`config.mk`:
```
export PLATFORM = sky130hd
export DESIGN_NAME = blake2_stream_sequencer
export DESIGN_NICKNAME = d
export VERILOG_FILES = /design/src/rtl/blake2_stream_sequencer.sv
export SDC_FILE = /design/constraint.sdc
export NUM_CORES = 2
export LEC_CHECK = 0
export ABC_CLOCK_PERIOD_IN_PS = 6770
export BUFFER_PORTS_ARGS = -buffer_cell sky130_fd_sc_hd__buf_4
export CORE_AREA = 3 3 460 462
export CTS_CLUSTER_SIZE = 30
export DETAILED_ROUTE_END_ITERATION = 10
export DIE_AREA = 0 0 463 465
export PLACE_DENSITY = 0.39
export SKIP_LAST_GASP = 1
export SLEW_MARGIN = 0
export SYNTH_ARGS = -nofsm -noshare
export SYNTH_HDL_FRONTEND = slang
export SYNTH_SLANG_ARGS = --single-unit
```
`constraint.sdc`:
```
create_clock -name clk_i -period 6.77 [get_ports clk_i]
set_input_delay 1.354 -clock clk_i [delete_from_list [all_inputs] [get_ports clk_i]]
set_output_delay 1.354 -clock clk_i [all_outputs]
set_load 0.02 [all_outputs]
```
`src/rtl/blake2_stream_sequencer.sv`:
```
// blake2_stream_sequencer
//   Packs a valid/ready byte stream (BUS_WIDTH-bit beats, din_bytes_i valid low
//   bytes) into BLOCK_WIDTH-bit blocks and sequences the BLAKE2 core through
//   init / next / final. The most recent full block is held back until either
//   another beat shows up (-> next) or the end-of-message strobe arrives
//   (-> final), so the last block always goes out with final.
// Ports
//   clk_i, reset_n_i         clock, async active-low reset
//   din_i, din_bytes_i       beat data and number of valid low bytes (1..BB)
//   valid_in_i, din_ready_o  beat handshake
//   new_hash_request_i       end-of-message strobe (may ride on the last beat)
//   hash_ready_i             core can take a command
//   digest_valid_i           core digest available
//   init_o/next_o/final_o    1-cycle core command pulses
//   block_o, data_length_o   block payload and running byte count
//   busy_o, hash_done_o      hash in progress / digest seen after final
//   proto_err_o              partial beat seen without the end strobe
module blake2_stream_sequencer #(
  parameter  int BUS_WIDTH   = 32,
  parameter  int BLOCK_WIDTH = 1024,
  parameter  int DATA_LENGTH = 128,
  localparam int WORDS       = BLOCK_WIDTH / BUS_WIDTH,
  localparam int BB          = BUS_WIDTH / 8,
  localparam int NBW         = $clog2(BB) + 1
) (
  input  logic                   clk_i,
  input  logic                   reset_n_i,
  input  logic [BUS_WIDTH-1:0]   din_i,
  input  logic [NBW-1:0]         din_bytes_i,
  input  logic                   valid_in_i,
  output logic                   din_ready_o,
  input  logic                   new_hash_request_i,
  input  logic                   hash_ready_i,
  input  logic                   digest_valid_i,
  output logic                   init_o,
  output logic                   next_o,
  output logic                   final_o,
  output logic [BLOCK_WIDTH-1:0] block_o,
  output logic [DATA_LENGTH-1:0] data_length_o,
  output logic                   busy_o,
  output logic                   hash_done_o,
  output logic                   proto_err_o
);
  localparam int WCW = $clog2(WORDS + 1);
  localparam int WIW = (WORDS > 1) ? $clog2(WORDS) : 1;

  typedef enum logic [2:0] {IDLE, FILL, FULL, CMD_WAIT, FIN_WAIT} state_e;

  state_e                          state_q;
  logic [WORDS-1:0][BUS_WIDTH-1:0] buf_q;
  logic [WCW-1:0]                  wcnt_q;
  logic [DATA_LENGTH-1:0]          cnt_q;
  logic                            gap_q;   // skip hash_ready for one cycle after a command
  logic                            eom_q;   // end strobe latched, final still owed
  logic                            clr_q;   // next issued: empty the buffer once the core is ready
  logic                            init_q, next_q, final_q, busy_q, done_q, perr_q;

  logic [BUS_WIDTH-1:0] din_m;
  logic                 accept, eom, partial, last_slot;
  logic [WIW-1:0]       widx;

  // zero the bytes above din_bytes_i
  for (genvar i = 0; i < BB; i++) begin : g_mask
    assign din_m[8*i +: 8] = (din_bytes_i > NBW'(i)) ? din_i[8*i +: 8] : 8'h00;
  end

  always_comb begin
    din_ready_o = 1'b0;
    case (state_q)
      IDLE:    din_ready_o = hash_ready_i;
      FILL:    din_ready_o = 1'b1;
      default: din_ready_o = 1'b0;
    endcase
    // keep every output low while reset is held
    din_ready_o = din_ready_o & reset_n_i;
  end

  assign accept    = valid_in_i & din_ready_o;
  assign eom       = new_hash_request_i | eom_q;
  assign partial   = din_bytes_i < NBW'(BB);
  assign widx      = wcnt_q[WIW-1:0];
  assign last_slot = (wcnt_q == WCW'(WORDS - 1));

  always_ff @(posedge clk_i or negedge reset_n_i) begin
    if (!reset_n_i) begin
      state_q <= IDLE;
      buf_q   <= '0;
      wcnt_q  <= '0;
      cnt_q   <= '0;
      gap_q   <= 1'b0;
      eom_q   <= 1'b0;
      clr_q   <= 1'b0;
      init_q  <= 1'b0;
      next_q  <= 1'b0;
      final_q <= 1'b0;
      busy_q  <= 1'b0;
      done_q  <= 1'b0;
      perr_q  <= 1'b0;
    end else begin
      init_q  <= 1'b0;
      next_q  <= 1'b0;
      final_q <= 1'b0;
      done_q  <= 1'b0;
      perr_q  <= 1'b0;
      if (accept) begin
        buf_q[widx] <= din_m;
        wcnt_q      <= wcnt_q + WCW'(1);
        cnt_q       <= cnt_q + DATA_LENGTH'(din_bytes_i);
        perr_q      <= partial & ~eom;
      end
      case (state_q)
        IDLE: begin
          if (accept || (eom && hash_ready_i)) begin
            init_q  <= 1'b1;
            busy_q  <= 1'b1;
            gap_q   <= 1'b1;
            eom_q   <= eom;
            state_q <= CMD_WAIT;
          end else if (new_hash_request_i) begin
            eom_q <= 1'b1;  // core not ready yet; remember the empty message
          end
        end
        FILL: begin
          if (eom) begin
            eom_q   <= 1'b1;
            state_q <= CMD_WAIT;
          end else if (accept && last_slot) begin
            state_q <= FULL;
          end
        end
        FULL: begin
          // end strobe beats a pending beat: the held block is the last one
          if (eom) begin
            eom_q   <= 1'b1;
            state_q <= CMD_WAIT;
          end else if (valid_in_i && hash_ready_i) begin
            next_q  <= 1'b1;
            gap_q   <= 1'b1;
            clr_q   <= 1'b1;
            state_q <= CMD_WAIT;
          end
        end
        CMD_WAIT: begin
          if (new_hash_request_i) eom_q <= 1'b1;
          if (gap_q) begin
            gap_q <= 1'b0;
          end else if (hash_ready_i) begin
            if (clr_q) begin
              buf_q   <= '0;
              wcnt_q  <= '0;
              clr_q   <= 1'b0;
              state_q <= FILL;
            end else if (eom) begin
              final_q <= 1'b1;
              gap_q   <= 1'b1;
              eom_q   <= 1'b0;
              state_q <= FIN_WAIT;
            end else begin
              state_q <= FILL;
            end
          end
        end
        FIN_WAIT: begin
          if (gap_q) begin
            gap_q <= 1'b0;
          end else if (digest_valid_i) begin
            done_q  <= 1'b1;
            busy_q  <= 1'b0;
            buf_q   <= '0;
            wcnt_q  <= '0;
            cnt_q   <= '0;
            eom_q   <= 1'b0;
            state_q <= IDLE;
          end
        end
        default: state_q <= IDLE;
      endcase
    end
  end

  assign init_o        = init_q;
  assign next_o        = next_q;
  assign final_o       = final_q;
  assign block_o       = buf_q;
  assign data_length_o = cnt_q;
  assign busy_o        = busy_q;
  assign hash_done_o   = done_q;
  assign proto_err_o   = perr_q;
endmodule

```
==> reports/qor.yml <==
crit_top_cell: "or4_1"
synth_xor_area_share_pct: 1.64
layout-drive-gt1-share_pct: 24.2
avgSynthCellArea_um2: 8.80
synth_sequential_area_ratio_pct: 60.2
place_hpwl_um: 162000
worst_ep_required_time_ns: 7.46
final_antenna_net_count: 0
slew_headroom_pct: 23.0
skew_ns: 0.0332
cp_max_fo: 83
netSwitchingFraction_pct: 31.6
wl_met1_um: 102000
drtIter0Drc: 3563
period_minus_slack_ns: 4.20
portBuffers: 1199
hold_violations: 0
arrival_ns: 4.89
grt_pass1_wl_um: 349000
setup_viol: 0
status: "complete, no violations"
synth-simple-area-share_pct: 22.5
yosysWarnings: 0
peakVddDrop_mv: 0.236
clock_latency_ns: 0.79
async_flop_share_pct: 100
slowest_delay_ns: 0.83
cts_buffers: 147
ys.flop_type: "dfrtp_1"
cts_setup_buffers: 0
finalCritPeriodShare_pct: 62.0
cts_tree: "yes"
yosysTopAreaCell: "dfrtp_1"
synth_fa_ha_area_share_pct: 0.221
num_io_pins: 1200
clkSinkCount: 1170
die_area_um2: 215000
grt_start_max_net_pins: 167
final_cell_mix: "2177 x nor2_1, 1267 x buf_4, 1170 x dfrtp_1, 1061 x a21oi_1, 148 x clkbuf_16"
syn-instance-count: 5528
postCtsResizedCells: 0
fp.dieH_um: 465
drv_slew: 0
antenna_found_initial: 18
tns_ns: 0
muxShareOfSynthArea_pct: 0.314
gp_congestion: 0.844
pwr-share-comb_pct: 16.9
power_density_nw_per_um2: 290
routed-wl-met3_um: 20000
synth_area_leaders: "dfrtp_1 60%, nor2_1 17%, a21oi_1 11%"
drt_wl_total_um: 251000
synth.distinct_cells: 55
max_freq_mhz: 238
final_nets: 6555
slowest_stage: "or4_1"
power_frac_seq_pct: 40.5
top_layer_used: "met4"
layout_commonest_cell: "nor2_1"
ys_ff_latch: 1170
grt-ovfl-total: 0
avgRoutedWirePerCell_um: 26.7
multiInputGateArea_um2: 18100
end_kind: "flip-flop"
crit_chain: "buf_12 > o21ai_1 > nor3_4 > nand3_1 > or4_1 > or4_1 > a21oi_1"
drv_cap: 0
synth_top_area_share_pct: 60.2
nFillCells: 21798
worstSetupPathType: "input port to flip-flop"
die_w_um: 463
p_int_w: 0.0130
regArea_um2: 29300
grt.total_usage_pct: 22.6
tightest_slew_ns: 1.16
ctsHoldBuffers: 0
rows: 167
cp-start-kind: "input port"
cts_buffer_depth: 3
synth_edf_count: 0
hp-class: "input port to asynchronous set/reset pin"
root_buffer: "clkbuf_16"
synth_nets: 5577
rsz0062_at_grt: "no"
firstDrtPassIters: 5
clkPwrFrac_pct: 42.6
via_per_inst: 4.57
synth_compound_area_share_pct: 11.5
htree_levels: 4
syn_area_um2: 48700
leakage_nw: 33.5
path_clk_slew_ns: 0.06
final_core_util_pct: 31.6
switching_power_w: 0.00601
drc_errors: 0
wl_met2_um: 121000
synth_top_family_by_area: "simple AND/OR/NAND/NOR gates"
core_um2: 207000
grt_pass1_vias: 41675
syn2layout_area_growth_pct: 34.9
start_util_pct: 23.5
route.vias.total: 43082
cell type report:
class | count | share of cell area (%)
Timing Repair Buffer | 1281 | 14.9
Tap cell | 2788 | 5.31
Multi-Input combinational cell | 3881 | 27.5
Sequential cell | 1170 | 44.6
Clock inverter | 39 | 0.795
Antenna cell | 8 | 0.0305
Inverter | 25 | 0.147
Clock buffer | 229 | 6.70
power by group through the flow:
stage          registers (W)  logic [W]  clock network, W
6_report             0.00770    0.00320           0.00811
4_1_cts              0.00769    0.00329           0.00834
3_3_place_gp         0.00780    0.00328                 0
3_5_place_dp         0.00781    0.00329                 0
5_1_grt              0.00774    0.00343           0.00860
2_1_floorplan        0.00820    0.00106                 0
logic make-up after synthesis:
family / Yosys count
mux: 15
simple gates: 2659
flops: 1170
xor+xnor: 91
buf+inv: 477
fa+ha+maj: 8
compound gates: 1108
sequential cells by signal (all words and copies together), names as in the netlist:
name	count
eom_q	1
next_o	1
init_o	1
state_q	3
final_o	1
clr_q	1
busy_o	1
gap_q	1
hash_done_o	1
data_length_o	128
proto_err_o	1
block_o	1024
wcnt_q	6
worst paths after layout:
path / start / end / slack (ns) / cells after the start
max: reset_n_i / data_length_o[116] / 2.57 / 7
min: reset_n_i / block_o[910] / 0.48 / 1
max reg2reg: state_q[0] / data_length_o[116] / 3.05 / 6
min reg2reg: busy_o / busy_o / 0.50 / 1
max in group asynchronous: reset_n_i / block_o[306] / 3.31 / 4
min in group clk_i: busy_o / busy_o / 0.50 / 1
stage by stage:
| stage | std cells | hold slack [ns] | power [W] | instance area (um^2) | setup slack, ns |
|---|---|---|---|---|---|
| global placement | 9145 | 0.486 | 0.0111 | 60700 | 1.76 |
| finish | 9421 | 0.475 | 0.0190 | 65600 | 2.57 |
| detailed placement | 9145 | 0.479 | 0.0111 | 60700 | 1.75 |
| floorplan | 5528 | 0.470 | 0.00926 | 48700 | 2.96 |
| CTS | 9413 | 0.440 | 0.0193 | 65600 | 2.62 |
| global route | 9414 | 0.459 | 0.0198 | 65600 | 2.31 |
metal layers:
metal / vias up / global-route usage, %
met5: - / 0
met1: 21248 / 27.9
li1: 20058 / -
met3: 298 / 7.00
met2: 1478 / 37.7
met4: 0 / 7.08
Yosys cell counts (3+ instances only):
cell         n
nor3_1      49
nand2b_1    10
or4_1       13
nand3_2      4
o31ai_1      7
o21ai_0     25
and3_1      22
and4_1       9
nor3b_1      4
nand2_1    120
dfrtp_1   1170
nor4_4       3
nand4_1     59
or2_2        3
mux2i_1     13
a21o_1       4
nand3b_1     5
inv_1       25
nor2_1    2177
nand3_1     82
a21oi_1   1061
buf_1       18
nor4_1      53
a31o_2       3
ha_1         7
buf_2        3
or3_1       23
xnor2_1     72
clkbuf_1   430
xor2_1      19
worst max-delay path, delay by kind of cell:
kind	cells	cell delay, ns
and+or+nand+nor	4	2.64
AOI/OAI and AO/OA	2	0.43
buffers and inverters	1	0.36
Power figures use the tool's default switching activity.
